===== src/rtl/buzzer_arbiter_if.sv =====
// -----------------------------------------------------------------------------
// buzzer_arbiter_if
// Bundles the requester-facing signals of buzzer_arbiter.
//
// Handshake: req[i] is a level request. The arbiter answers with ack[i] (one-hot,
// high for as long as requester i owns the buzzer). A tone is finished when
// done[i] pulses for one cycle on the edge ack[i] falls; a requester that wants
// exactly one tone drops req[i] when it sees done[i]. Dropping req[i] while
// ack[i] is high aborts the tone (ack falls, no done pulse). hp_bus/dur_bus
// are sampled only on the grant edge.
//
// Signals:
//   req      3   level requests, bit 0 highest priority
//   hp_bus   51  three 17-bit half-periods, requester i at [17i+16:17i]
//   dur_bus  36  three 12-bit durations in ticks, requester i at [12i+11:12i]
//   ack      3   one-hot ownership
//   done     3   one-cycle completion pulse
//   grant    2   current owner index, 2'b11 when none
//   busy     1   arbiter not idle
//   buzz     1   square wave to the piezo pin
// Modports: master (requester side), slave (arbiter side).
// -----------------------------------------------------------------------------
interface buzzer_arbiter_if;
  logic [2:0]  req;
  logic [50:0] hp_bus;
  logic [35:0] dur_bus;
  logic [2:0]  ack;
  logic [2:0]  done;
  logic [1:0]  grant;
  logic        busy;
  logic        buzz;

  modport master (
    output req, hp_bus, dur_bus,
    input  ack, done, grant, busy, buzz
  );

  modport slave (
    input  req, hp_bus, dur_bus,
    output ack, done, grant, busy, buzz
  );
endinterface


===== src/rtl/buzzer_arbiter.sv =====
// -----------------------------------------------------------------------------
// buzzer_arbiter
// Shares one piezo buzzer between three tone requesters (alarm, timer expiry,
// key click) with fixed priority (index 0 highest). The granted requester's
// half-period and duration are latched at grant; the tone is generated
// straight from clk_25M and every tone is followed by a silent gap.
//
// Parameters:
//   TICK_DIV   clk_25M cycles per duration tick
//   GAP_TICKS  silent ticks after every tone (completed or aborted), >= 1
// Ports:
//   clk_25M    system clock
//   reset      asynchronous, active-high
//   bus        buzzer_arbiter_if.slave (req/hp_bus/dur_bus in,
//              ack/done/grant/busy/buzz out, all outputs registered)
//   state_dbg  current FSM state (0 IDLE, 1 PLAY, 2 GAP)
// Build option:
//   BUZZER_PREEMPT_EN  when defined, a higher-priority request takes the
//                      buzzer immediately during PLAY (no gap, no done).
// -----------------------------------------------------------------------------
module buzzer_arbiter #(
  parameter int TICK_DIV  = 25000,
  parameter int GAP_TICKS = 20
) (
  input  logic            clk_25M,
  input  logic            reset,
  buzzer_arbiter_if.slave bus,
  output logic [1:0]      state_dbg
);

  localparam int PRE_W = (TICK_DIV > 1) ? $clog2(TICK_DIV) : 1;
  localparam int GAP_W = (GAP_TICKS > 1) ? $clog2(GAP_TICKS) : 1;

  typedef enum logic [1:0] {
    IDLE = 2'd0,
    PLAY = 2'd1,
    GAP  = 2'd2
  } state_t;

  state_t             state_q, state_n;
  logic [16:0]        hp_l_q, hp_l_n;
  logic [11:0]        dur_l_q, dur_l_n;
  logic [16:0]        hp_cnt_q, hp_cnt_n;
  logic [11:0]        tick_q, tick_n;
  logic [PRE_W-1:0]   pre_q, pre_n;
  logic [GAP_W-1:0]   gap_q, gap_n;
  logic [2:0]         ack_q, ack_n;
  logic [2:0]         done_q, done_n;
  logic [1:0]         grant_q, grant_n;
  logic               busy_q, busy_n;
  logic               buzz_q, buzz_n;

  logic [1:0]         win;
  logic [16:0]        hp_sel;
  logic [11:0]        dur_sel;
  logic               pre_term;
  logic [12:0]        tick_inc;
  logic               complete;
  logic               owner_req;
  logic               preempt;
  logic               do_start;
  logic               do_gap;

  // Lowest set index wins; value is only used when some req bit is high.
  always_comb begin
    win = 2'd2;
    if (bus.req[0])      win = 2'd0;
    else if (bus.req[1]) win = 2'd1;
  end

  always_comb begin
    hp_sel  = bus.hp_bus[50:34];
    dur_sel = bus.dur_bus[35:24];
    case (win)
      2'd0: begin hp_sel = bus.hp_bus[16:0];  dur_sel = bus.dur_bus[11:0];  end
      2'd1: begin hp_sel = bus.hp_bus[33:17]; dur_sel = bus.dur_bus[23:12]; end
      default: ;
    endcase
  end

  assign pre_term  = (pre_q == PRE_W'(TICK_DIV - 1));
  assign tick_inc  = {1'b0, tick_q} + {12'd0, pre_term};
  // First term covers dur_l == 0 (completes on the first PLAY cycle); the
  // second fires on the edge where the tick counter would reach dur_l.
  assign complete  = (tick_q == dur_l_q) || (tick_inc == {1'b0, dur_l_q});
  // ack_q is one-hot on the owner, so this is req[owner] without indexing.
  assign owner_req = |(bus.req & ack_q);

`ifdef BUZZER_PREEMPT_EN
  assign preempt = (|bus.req) && (win < grant_q);
`else
  assign preempt = 1'b0;
`endif

  always_comb begin
    state_n  = state_q;
    hp_l_n   = hp_l_q;
    dur_l_n  = dur_l_q;
    hp_cnt_n = hp_cnt_q;
    tick_n   = tick_q;
    pre_n    = pre_q;
    gap_n    = gap_q;
    ack_n    = ack_q;
    done_n   = 3'b000;
    grant_n  = grant_q;
    busy_n   = busy_q;
    buzz_n   = buzz_q;
    do_start = 1'b0;
    do_gap   = 1'b0;

    case (state_q)
      IDLE: begin
        if (|bus.req) do_start = 1'b1;
      end
      PLAY: begin
        pre_n  = pre_term ? '0 : pre_q + PRE_W'(1);
        tick_n = tick_inc[11:0];
        if (hp_l_q == 17'd0) begin
          hp_cnt_n = 17'd0;
          buzz_n   = 1'b0;
        end else if (hp_cnt_q == hp_l_q - 17'd1) begin
          hp_cnt_n = 17'd0;
          buzz_n   = ~buzz_q;
        end else begin
          hp_cnt_n = hp_cnt_q + 17'd1;
        end
        if (preempt) begin
          do_start = 1'b1;
        end else if (!owner_req) begin
          do_gap = 1'b1;
        end else if (complete) begin
          do_gap = 1'b1;
          done_n = ack_q;
        end
      end
      GAP: begin
        pre_n = pre_term ? '0 : pre_q + PRE_W'(1);
        if (pre_term) begin
          if (gap_q == GAP_W'(GAP_TICKS - 1)) begin
            state_n = IDLE;
            busy_n  = 1'b0;
            gap_n   = '0;
          end else begin
            gap_n = gap_q + GAP_W'(1);
          end
        end
      end
      default: state_n = IDLE;
    endcase

    if (do_start) begin
      state_n  = PLAY;
      ack_n    = 3'b001 << win;
      grant_n  = win;
      busy_n   = 1'b1;
      buzz_n   = 1'b0;
      hp_l_n   = hp_sel;
      dur_l_n  = dur_sel;
      hp_cnt_n = 17'd0;
      tick_n   = 12'd0;
      pre_n    = '0;
    end

    if (do_gap) begin
      state_n  = GAP;
      ack_n    = 3'b000;
      grant_n  = 2'b11;
      buzz_n   = 1'b0;
      hp_cnt_n = 17'd0;
      tick_n   = 12'd0;
      pre_n    = '0;
      gap_n    = '0;
    end
  end

  always_ff @(posedge clk_25M or posedge reset) begin
    if (reset) begin
      state_q  <= IDLE;
      hp_l_q   <= 17'd0;
      dur_l_q  <= 12'd0;
      hp_cnt_q <= 17'd0;
      tick_q   <= 12'd0;
      pre_q    <= '0;
      gap_q    <= '0;
      ack_q    <= 3'b000;
      done_q   <= 3'b000;
      grant_q  <= 2'b11;
      busy_q   <= 1'b0;
      buzz_q   <= 1'b0;
    end else begin
      state_q  <= state_n;
      hp_l_q   <= hp_l_n;
      dur_l_q  <= dur_l_n;
      hp_cnt_q <= hp_cnt_n;
      tick_q   <= tick_n;
      pre_q    <= pre_n;
      gap_q    <= gap_n;
      ack_q    <= ack_n;
      done_q   <= done_n;
      grant_q  <= grant_n;
      busy_q   <= busy_n;
      buzz_q   <= buzz_n;
    end
  end

  assign bus.ack   = ack_q;
  assign bus.done  = done_q;
  assign bus.grant = grant_q;
  assign bus.busy  = busy_q;
  assign bus.buzz  = buzz_q;
  assign state_dbg = state_q;

endmodule


===== src/flat_wrapper.sv =====
// flat-port wrapper written by rule: the top's interface ports become plain ports
module buzzer_arbiter_flat 
#(
  parameter int TICK_DIV  = 25000,
  parameter int GAP_TICKS = 20
)
  (clk_25M, reset, state_dbg, bus_req, bus_hp_bus, bus_dur_bus, bus_ack, bus_done, bus_grant, bus_busy, bus_buzz);
  buzzer_arbiter_if bus_i ();
  input  logic clk_25M;
  input  logic reset;
  output logic [1:0] state_dbg;
  input wire logic [$bits(bus_i.req)-1:0] bus_req;
  input wire logic [$bits(bus_i.hp_bus)-1:0] bus_hp_bus;
  input wire logic [$bits(bus_i.dur_bus)-1:0] bus_dur_bus;
  output wire logic [$bits(bus_i.ack)-1:0] bus_ack;
  output wire logic [$bits(bus_i.done)-1:0] bus_done;
  output wire logic [$bits(bus_i.grant)-1:0] bus_grant;
  output wire logic [$bits(bus_i.busy)-1:0] bus_busy;
  output wire logic [$bits(bus_i.buzz)-1:0] bus_buzz;
  assign bus_i.req = bus_req;
  assign bus_i.hp_bus = bus_hp_bus;
  assign bus_i.dur_bus = bus_dur_bus;
  assign bus_ack = bus_i.ack;
  assign bus_done = bus_i.done;
  assign bus_grant = bus_i.grant;
  assign bus_busy = bus_i.busy;
  assign bus_buzz = bus_i.buzz;
  buzzer_arbiter #(.TICK_DIV(TICK_DIV), .GAP_TICKS(GAP_TICKS)) u_core (.clk_25M(clk_25M), .reset(reset), .bus(bus_i), .state_dbg(state_dbg));
endmodule

===== config.mk =====
export PLATFORM = sky130hd
export DESIGN_NAME = buzzer_arbiter_flat
export DESIGN_NICKNAME = d
export VERILOG_FILES = /design/src/rtl/buzzer_arbiter_if.sv /design/src/rtl/buzzer_arbiter.sv /design/src/flat_wrapper.sv
export SDC_FILE = /design/constraint.sdc
export NUM_CORES = 1
export LEC_CHECK = 0
export BUFFER_PORTS_ARGS = -buffer_cell sky130_fd_sc_hd__buf_2
export CAP_MARGIN = 20
export CORE_ASPECT_RATIO = 1.5
export CORE_MARGIN = 8
export CORE_UTILIZATION = 51
export DETAILED_ROUTE_END_ITERATION = 6
export GPL_ROUTABILITY_DRIVEN = 0
export PLACE_DENSITY_LB_ADDON = 0.25
export SLEW_MARGIN = 30
export SYNTH_ARGS = -nofsm -noshare
export SYNTH_HDL_FRONTEND = slang
export SYNTH_SLANG_ARGS = --single-unit

===== constraint.sdc =====
create_clock -name clk_25M -period 3.8 [get_ports clk_25M]
set_input_delay 0.38 -clock clk_25M [delete_from_list [all_inputs] [get_ports clk_25M]]
set_output_delay 0.38 -clock clk_25M [all_outputs]
set_load 0.02 [all_outputs]

Yosys cells after proc, flatten, opt, wreduce, memory -nomap -nowiden
Index checks and enable logic that the tools add are counted.
- register bits: 90
- input port bits: 92
- add/subtract/negate cells: 5
- equal/unequal tests: 11
- shift-type cells: 1
- mux-type cells: 46
- bitwise gates (word level): 2
- reductions and logical operators: 21
- operator list (cell ; number):
    $mux 17 ; 5
    $mux 15 ; 4
    $mux 12 ; 3
    $pmux 17 s2 ; 1
    $pmux 12 s2 ; 1
    $mux 5 ; 4
    $add 17x1->17 const B ; 1
    $eq 17x17->1 ; 1
    $logic_not 17->1 ; 1
    $sub 17x1->17 const B ; 1
    $mux 2 ; 8
    $add 15x1->15 const B ; 1
    $eq 15x15->1 const B ; 1
    $mux 3 ; 5
    $mux 1 ; 14
    $add 12x1->13 ; 1
    $eq 13x12->1 ; 1
    $eq 12x12->1 ; 1
    $reduce_bool 2->1 ; 6
    $ne 4x1->1 const B ; 2
    $reduce_and 3->1 ; 2
    $reduce_bool 3->1 ; 2
    $reduce_or 3->1 ; 2
    $add 5x1->5 const B ; 1
    13 further kinds ; 17

Logic depth before layout (Yosys ltp)
Gate-level depths: netlist (run 1).
- depth in word-level cells: 9
- mapped depth: 15
- gate-level depth less buffers: 13

Worst setup path before layout (run 1)
No wires, ideal clock.
- kind: register to register
- from: register u_core.pre_q[4]
- to: register u_core.hp_cnt_q[1]
- library setup time: 78 ps
- arrival time: 3969 ps
- required time: 3722 ps
- slack: -247 ps
- stages on the path, launching flop included: 14
- path through: dfrtp_1 > nor4_1 > nand2_1 > nor4_1 > ha_1 > ha_1 > nand2_1 > or4_1 > xnor2_1 > and4_1 > a211o_2 > and2_4 > or4_1 > a21oi_1
- word-level cells in the longest chain between the ends: 8
- elaborated cells between the ends (all ways): 9
- classes of those cells: add/sub (1); eq/ne (2); mux (4); reduce/logical (2)
- RTL lines (what ; RTL line ; RTL):
    start: declaration ; buzzer_arbiter.sv:45 ; logic [PRE_W-1:0] pre_q, pre_n;
    start signal: assignment ; buzzer_arbiter.sv:196 ; pre_q <= pre_n;
    $eq 15x15->1 (*) ; buzzer_arbiter.sv:81 ; assign pre_term = (pre_q == PRE_W'(TICK_DIV - 1));
    $add 12x1->13 (*) ; buzzer_arbiter.sv:82 ; assign tick_inc = {1'b0, tick_q} + {12'd0, pre_term};
    $eq 13x12->1 (*) ; buzzer_arbiter.sv:85 ; assign complete = (tick_q == dur_l_q) || (tick_inc == {1'b0, dur_l_q});
    $logic_or 1x1->1 (*) ; buzzer_arbiter.sv:85 ;
    $mux 1 (*) ; buzzer_arbiter.sv:131 ; end else if (complete) begin
    $mux 1 (*) ; buzzer_arbiter.sv:129 ; end else if (!owner_req) begin
    $mux 1 (*) ; buzzer_arbiter.sv:111 ; case (state_q)
    $reduce_bool 3->1 (no line) / $mux 17 (equally long branches) ; - ;
    end signal: assignment ; buzzer_arbiter.sv:194 ; hp_cnt_q <= hp_cnt_n;
    end: declaration ; buzzer_arbiter.sv:43 ; logic [16:0] hp_cnt_q, hp_cnt_n;
Mark *: on every way between the ends. The rest lies on a longest branch, timed or not.
A chain may end at the register's enable or synchronous reset.

Worst setup path in the final report (run 1)
- from: register u_core.pre_q[0]
- to: register u_core.pre_q[4]
- word-level cells in the longest chain between the ends: 8
- elaborated cells between the ends (all ways): 13
- classes of those cells: add/sub (2); eq/ne (2); mux (7); reduce/logical (2)
- RTL lines (what ; RTL line):
    $eq 15x15->1 ; buzzer_arbiter.sv:81
    $add 12x1->13 ; buzzer_arbiter.sv:82
    $eq 13x12->1 ; buzzer_arbiter.sv:85
    $logic_or 1x1->1 ; buzzer_arbiter.sv:85
    $mux 1 ; buzzer_arbiter.sv:131
    $mux 1 ; buzzer_arbiter.sv:129
    $mux 1 ; buzzer_arbiter.sv:111
    $reduce_bool 3->1 (no line) / $mux 15 (equally long branches) ; -
Several ways; a longest one is shown, not always the timed one. The select of a mux whose other input is x is not followed.

==> out/metrics.yaml, run 1 <==
synthesis:
  synth-main-ff-cell: "dfrtp_1"
  synth-compound-area-share: 0.165
  muxShareOfSynthArea: 0.0535
  syn-num-nets: 786
  synth_xor_area_frac: 0.0917
  ys_seq_area_frac: 0.387
  synth-simple-area-share: 0.248
  netlist_area_um2: 5830
  syn_area_per_cell_um2: 8.53
  synthArstFlopShare: 1.00
  synth_edf_count: 0
  synth_top_family_by_area: "simple AND/OR/NAND/NOR gates"
  synth_cell_types: 63
  synthCells: 683
  ys_seq_elements: 90
  synth_adder_area_share: 0.0236
  ys.warnings.count: 0
worst_setup_path:
  cp_data_arrival_time_ns: 3.94
  rr_startpoint: "u_core.pre_q[0]"
  cp_slowest_cell: "or3_1"
  r2r_setup_slack_ns: 0.12
  crit_start: "u_core.pre_q[0]"
  crit_fanout: 5
  end_kind: "register"
  path_buf_inv: 3
  critPathLaunchType: "register"
  critical_path.top_delay_family: "simple AND/OR/NAND/NOR gates"
  max_stage_delay_ns: 0.43
  worstSetupPathType: "reg -> reg"
  crit_chain: "ha_2, nand2_2, nor4_4, ha_2, buf_4, buf_6, nand4_1, buf_4, nor4_4, xor2_2, a2111oi_4, a211o_4, and2_4, or3_1, o21ai_0"
  required_ns: 4.06
sta:
  fin_crit_sh: 0.967
  period_minus_slack_ns: 3.68
  final-setup-viol-count: 0
  fmax_ghz: 0.272
  tightestPinTransition_ns: 0.730
  relSlewSlack: 0.509
  slew_violations: 0
  finalSetupTns_ns: 0
  whs_ns: 0.115
  skew_ns: 0.00879
  hold_viol_final: 0
  worst_slack_ns: 0.124
finish:
  fin_area_um2: 7030
  final_cells: 949
  layout-drive-gt1-share: 0.214
  syn_to_final_growth_pct: 20.6
  nNetsFinal: 897
  n_antenna_cell: 0
power_and_ir_drop:
  p_per_area_nw_per_um2: 605
  pwr-share-clk: 0.205
  p_leak_nw: 3.18
  switching_share: 0.427
  power.switching_w: 0.00181
  p_seq_frac: 0.345
  p_int_w: 0.00243
  peakVddDrop_v: 0.000373
  comb_power_share: 0.449
floorplanning:
  rows: 48
  die_h_um: 147
  dieArea_um2: 15200
  floorplan.die.width_um: 103
  start_util: 0.513
  pin_count: 104
  coreArea_um2: 11400
global_routing:
  grt_pass1_wl_mm: 26.9
  antenna_found_initial: 0
  grt_pass1_vias: 5695
  grt_max_degree: 67
  grtUsageMet1: 0.252
  grt.total_usage: 0.221
  overflow: 0
  use_met2: 0.375
  grt_use_met3: 0.0398
  busiest_layer: "met2"
clock_tree:
  cts_tree: "done"
  clk_pin_slew_ns: 0.06
  clk-insertion-delay-late_ns: 0.34
  clk_root_buffer_cell: "clkbuf_16"
  cts_sinks: 90
  htreeDepth: 3
  cts_made_buffers: 9
  clk_path_buf_depth: 2
detailed_routing:
  drc: 0
  first_pass_iters: 5
  viasPerCell: 5.83
  post_drt_wl_per_cell_um: 17.2
  drtIter0Drc: 280
  vias: 5529
  postRouteAntennaNets: 0
  totalWireLength_mm: 16.3
placed_design:
  dp_hpwl_mm: 12.1
  dp_slack_ns: -0.0154
  io_buffers: 103
  placed_cell_area_um2: 6590
  dpl.cell_count: 924
run:
  maxCapViolations: 0
min_path:
  hold_class: "in -> async"
status:
  outcome: "finished, final reports clean"
[layout make-up]
class / instances / area, um^2
fill: 979 / 4330
multi-input combinational: 551 / 3510
sequential: 90 / 2250
timing repair buffer: 131 / 746
clock buffer: 13 / 240
tap: 150 / 188
clock inverter: 3 / 42.5
inverter: 11 / 42.5
[flip-flops by register name, indices dropped and copies added (netlist names)]
signal	count
u_core.bus.buzz	1
u_core.bus.done	3
u_core.pre_q	15
u_core.bus.busy	1
u_core.gap_q	5
u_core.hp_l_q	17
u_core.bus.grant	2
u_core.bus.ack	3
u_core.state_dbg	2
u_core.hp_cnt_q	17
u_core.dur_l_q	12
u_core.tick_q	12
[logic make-up (layout without fill, tap and decap cells)]
family / after synthesis / count (layout)
adders and majority gates: 11 / 11
buffers and inverters: 43 / 158
DFF: 90 / 90
and+or+nand+nor: 286 / 286
xor gates and xnor gates: 61 / 61
muxes: 31 / 31
AOI/OAI and AO/OA: 161 / 162
[worst reg2reg max path, cell delays in order, from the launching register on]
cell	delay, ns
dfrtp_1	0.39
ha_2	0.24
nand2_2	0.09
nor4_4	0.35
ha_2	0.25
buf_4	0.11
buf_6	0.09
nand4_1	0.11
buf_4	0.18
nor4_4	0.30
xor2_2	0.22
a2111oi_4	0.08
a211o_4	0.38
and2_4	0.19
or3_1	0.43
o21ai_0	0.17
[path summary, 6_finish.rpt]
check	end	cells after the start
worst max register to register	u_core.pre_q[4]	15
worst max-delay path	u_core.pre_q[4]	15
worst min register to register	u_core.pre_q[14]	1
max in group asynchronous	u_core.hp_l_q[9]	3
worst min-delay path	u_core.pre_q[11]	2
min in group clk_25M	u_core.dur_l_q[7]	3
[cell usage after synthesis, drive strengths merged, types with 2 or more instances]
master	n	share of area
nor3	17	0.015
a41oi	2	0.0030
inv	11	0.0071
dfstp	2	0.0090
dfrtp	88	0.38
a21oi	52	0.045
a21boi	2	0.0026
a211oi	4	0.0060
xor2	27	0.041
nand3b	2	0.0026
a22o	4	0.0060
nand4	12	0.013
nand2b	17	0.018
clkbuf	19	0.012
xnor2	34	0.051
or4	5	0.0064
a21o	3	0.0039
or3	7	0.0075
o21ai	54	0.046
o22ai	3	0.0032
a31oi	12	0.013
nor2	71	0.046
nand3	21	0.020
nor4b	2	0.0030
nor2b	6	0.0064
nand2	79	0.051
o211ai	3	0.0039
and4b	3	0.0052
nor4	12	0.017
ha	11	0.024
and4	3	0.0045
buf	13	0.012
and3	13	0.014
nor3b	3	0.0039
mux2i	30	0.052
o21a	5	0.0064
and2	10	0.011
a211o	2	0.0032
o31ai	5	0.0064
[power by group through the flow]
stage               combinational [W]  clock (W)  sequential (W)
floorplan                     0.00134          0         0.00141
global placement              0.00173          0         0.00147
detailed placement            0.00179          0         0.00148
CTS                           0.00185   0.000885         0.00146
global route                  0.00211   0.000919         0.00149
finish                        0.00191   0.000873         0.00147
[metrics by stage]
stage          power (W)   util
2_1_floorplan    0.00275      -
3_3_place_gp     0.00320  0.580
3_5_place_dp     0.00326  0.580
4_1_cts          0.00420  0.611
5_1_grt          0.00453  0.619
6_report         0.00425  0.619
[what timing repair did]
item,CTS,global route
setup endpoints to repair,16,59
pin swaps,8,9
cloned,1,0
setup buffers,2,6
hold buffers,0,0
resized for setup,6,14
[cell usage in the layout, fill, tap and decap left out, types with 9 or more instances in the layout]
cell type,synthesis,routed
buf_2,7,103
dfrtp_1,88,88
nand2_1,79,78
nor2_1,71,70
a21oi_1,52,52
o21ai_0,53,49
xnor2_1,34,34
mux2i_1,30,30
xor2_1,27,26
buf_4,1,25
nand3_1,20,20
nand2b_1,17,17
nor3_1,17,16
and3_1,13,13
nand4_1,12,12
a31oi_1,12,12
inv_1,11,10
and2_1,9,9
clkbuf_16,0,9
[per-layer routing]
metal,share of wire,vias up
met3,0.049,56
met4,0.045,0
met1,0.39,2607
met5,0,-
met2,0.51,216
li1,-,2650
(Power assumes the default switching activity.)
==> run 2: changes to the inputs <==
--- a/config.mk
+++ b/config.mk
@@ -5,7 +5,7 @@
 export SDC_FILE = /design/constraint.sdc
 export NUM_CORES = 1
 export LEC_CHECK = 0
-export BUFFER_PORTS_ARGS = -buffer_cell sky130_fd_sc_hd__buf_2
+export BUFFER_PORTS_ARGS = -buffer_cell sky130_fd_sc_hd__clkbuf_2
 export CAP_MARGIN = 20
 export CORE_ASPECT_RATIO = 1.5
 export CORE_MARGIN = 8
@@ -17,3 +17,4 @@
 export SYNTH_ARGS = -nofsm -noshare
 export SYNTH_HDL_FRONTEND = slang
 export SYNTH_SLANG_ARGS = --single-unit
+export TNS_END_PERCENT = 50
==> out/metrics.yaml, run 2 (synthesis results as in run 1) <==
status:
  outcome: "finished, final reports clean"
sta:
  hold_viol_final: 0  # unchanged
  fmax_ghz: 0.272  # -0.19%
  relSlewSlack: 0.501  # -0.00751
  final-setup-viol-count: 0  # unchanged
  fin_crit_sh: 0.969  # +0.00183
  whs_ns: 0.125  # +0.00989 ns
  slew_violations: 0  # unchanged
  period_minus_slack_ns: 3.68  # +0.00696 ns
  skew_ns: 0.00468  # -0.00411 ns
  tightestPinTransition_ns: 0.747  # +0.0171 ns
  finalSetupTns_ns: 0  # unchanged
power_and_ir_drop:
  power.switching_w: 0.00185  # +2.1%
  p_per_area_nw_per_um2: 635  # +4.9%
  switching_share: 0.411  # -0.0163
  p_int_w: 0.00266  # +9.2%
  comb_power_share: 0.449  # about the same
  pwr-share-clk: 0.223  # +0.018
  finalPower_w: 0.00451  # +6.1%
  peakVddDrop_v: 0.000394  # +5.9%
  p_leak_nw: 3.22  # +1.4%
  p_seq_frac: 0.328  # -0.017
finish:
  n_antenna_cell: 0  # unchanged
  final_common_cell: "clkbuf_2"
  final_cell_mix: "clkbuf_2 (103), dfrtp_1 (88), nand2_1 (78)"
  fillers: 971  # -0.82%
  layout-drive-gt1-share: 0.217  # +0.00277
  nNetsFinal: 896  # -0.11%
  final_cells: 948  # -0.11%
  top_regs: "u_core.hp_cnt_q: 17 flops, u_core.hp_l_q: 17 flops, u_core.pre_q: 15 flops"
  fin_area_um2: 7110  # +1.1%
  syn_to_final_growth_pct: 22.0
clock_tree:
  ctsHoldBuffers: 0  # unchanged
  cts_sinks: 90  # unchanged
  htreeDepth: 3  # unchanged
  cts_tree: "done"
  clk_root_buffer_cell: "clkbuf_16"
  clk-insertion-delay-late_ns: 0.35  # about the same
  cts_made_buffers: 9  # unchanged
  clk_pin_slew_ns: 0.06  # about the same
  clk_path_buf_depth: 2  # unchanged
global_routing:
  grt.total_usage: 0.219  # -0.00161
  grt_max_degree: 67  # unchanged
  antenna_found_initial: 0  # unchanged
  grt_pass1_wl_mm: 26.3  # -2.2%
  grt_pass1_vias: 5537  # -2.8%
  overflow: 0  # unchanged
detailed_routing:
  drc: 0  # unchanged
  post_drt_wl_per_cell_um: 17.3  # +0.36%
  drtIter0Drc: 239  # -15%
  vias: 5547  # +0.33%
  viasPerCell: 5.85  # +0.43%
  first_pass_iters: 5  # unchanged
  totalWireLength_mm: 16.4  # +0.25%
  postRouteAntennaNets: 0  # unchanged
worst_setup_path:
  max_stage_delay_ns: 0.41  # -0.02 ns
  crit_fanout: 6  # +1
  required_ns: 4.01  # -0.05 ns
  cp_data_arrival_time_ns: 3.89  # -0.05 ns
  worstSetupPathType: "reg -> reg"
  critPathLaunchType: "register"
  end_kind: "register"
  cp_slowest_cell: "a2111oi_4"
  crit_chain: "nor4bb_1, nand2_1, nor4_4, ha_2, ha_2, buf_4, nand4_1, nor2_2, mux2_4, a2111oi_4, a211o_4, a211oi_4, buf_4, clkbuf_16, a21oi_1, a31oi_1"
floorplanning:
  die_h_um: 147  # unchanged
  dieArea_um2: 15200  # unchanged
  rows: 48  # unchanged
  coreArea_um2: 11400  # unchanged
  floorplan.die.width_um: 103  # unchanged
  start_util: 0.513  # unchanged
  pin_count: 104  # unchanged
placed_design:
  io_buffers: 103  # unchanged
  dpl.cell_count: 923  # -0.11%
  dp_hpwl_mm: 12.1  # about the same
  placed_cell_area_um2: 6580  # -0.11%
run:
  maxCapViolations: 0  # unchanged
min_path:
  hold_class: "in -> async"
-- run 2: cell types whose count changed in the layout (fill, tap and decap cells not counted), sizes merged --
| cell | before | now |
|---|---|---|
| buf | 131 | 25 |
| bufinv | 1 | 2 |
| clkbuf | 13 | 117 |
-- run 2: final cells by class --
cell class | instances | area, um^2 | share of cell area
multi-input cells | 551 | 3510 | 0.494
repair buffers | 130 | 773 | 0.109
flip-flops and latches | 90 | 2250 | 0.317
clock buffers | 12 | 267 | 0.0375
well taps | 150 | 188 | 0.0264
inverters | 11 | 42.5 | 0.00599
clock inverters | 4 | 72.6 | 0.0102
-- run 2: stage by stage --
stage | util | setup slack, ns
after detailed placement | 0.580 | -0.0342
after global routing | 0.626 | -0.0322
final | 0.626 | 0.117
after floorplan | - | 0.0620
after global placement | 0.580 | 0.0668
after CTS | 0.614 | 0.00403
-- run 2: critical path, delay by kind of cell, from the launching register on --
kind / cells / cell delay, ns
mux: 1 / 0.32
simple gates: 5 / 1.02
flops: 1 / 0.39
fa+ha+maj: 2 / 0.43
buf+inv: 3 / 0.48
compound gates: 5 / 0.89
-- run 2: power by group through the flow --
stage               clock (W)  combinational (W)  sequential, W
floorplan                   0            0.00134        0.00141
global placement            0            0.00173        0.00147
detailed placement          0            0.00177        0.00148
CTS                   0.00101            0.00184        0.00147
global route          0.00105            0.00223        0.00151
finish                0.00100            0.00203        0.00148
-- run 2: per-layer routing --
metal,up-vias,part of all wire,global-route usage
met5,-,0,0
met4,0,0.035,0.106
met3,42,0.045,0.0388
met2,202,0.52,0.374
met1,2648,0.40,0.254
li1,2655,-,-
-- run 2: worst paths after layout --
path / endpoint / slack (ns) / cells after the start / startpoint
worst max-delay path: u_core.pre_q[11] / 0.12 / 16 / u_core.pre_q[11]
worst min-delay path: u_core.tick_q[9] / 0.12 / 2 / reset
worst max register to register: u_core.pre_q[11] / 0.12 / 16 / u_core.pre_q[11]
worst min register to register: u_core.pre_q[8] / 0.52 / 1 / u_core.pre_q[8]
max in group asynchronous: u_core.hp_cnt_q[1] / 2.82 / 3 / reset
min in group clk_25M: u_core.hp_l_q[6] / 0.31 / 3 / bus_hp_bus[6]
-- run 2: repair_timing --
action / in CTS / in global routing
pin swaps: 9 / 9
gates cloned: 1 / 3
buffers inserted: 1 / 4
resized for setup: 6 / 10
endpoints found under the setup margin: 2 / 44
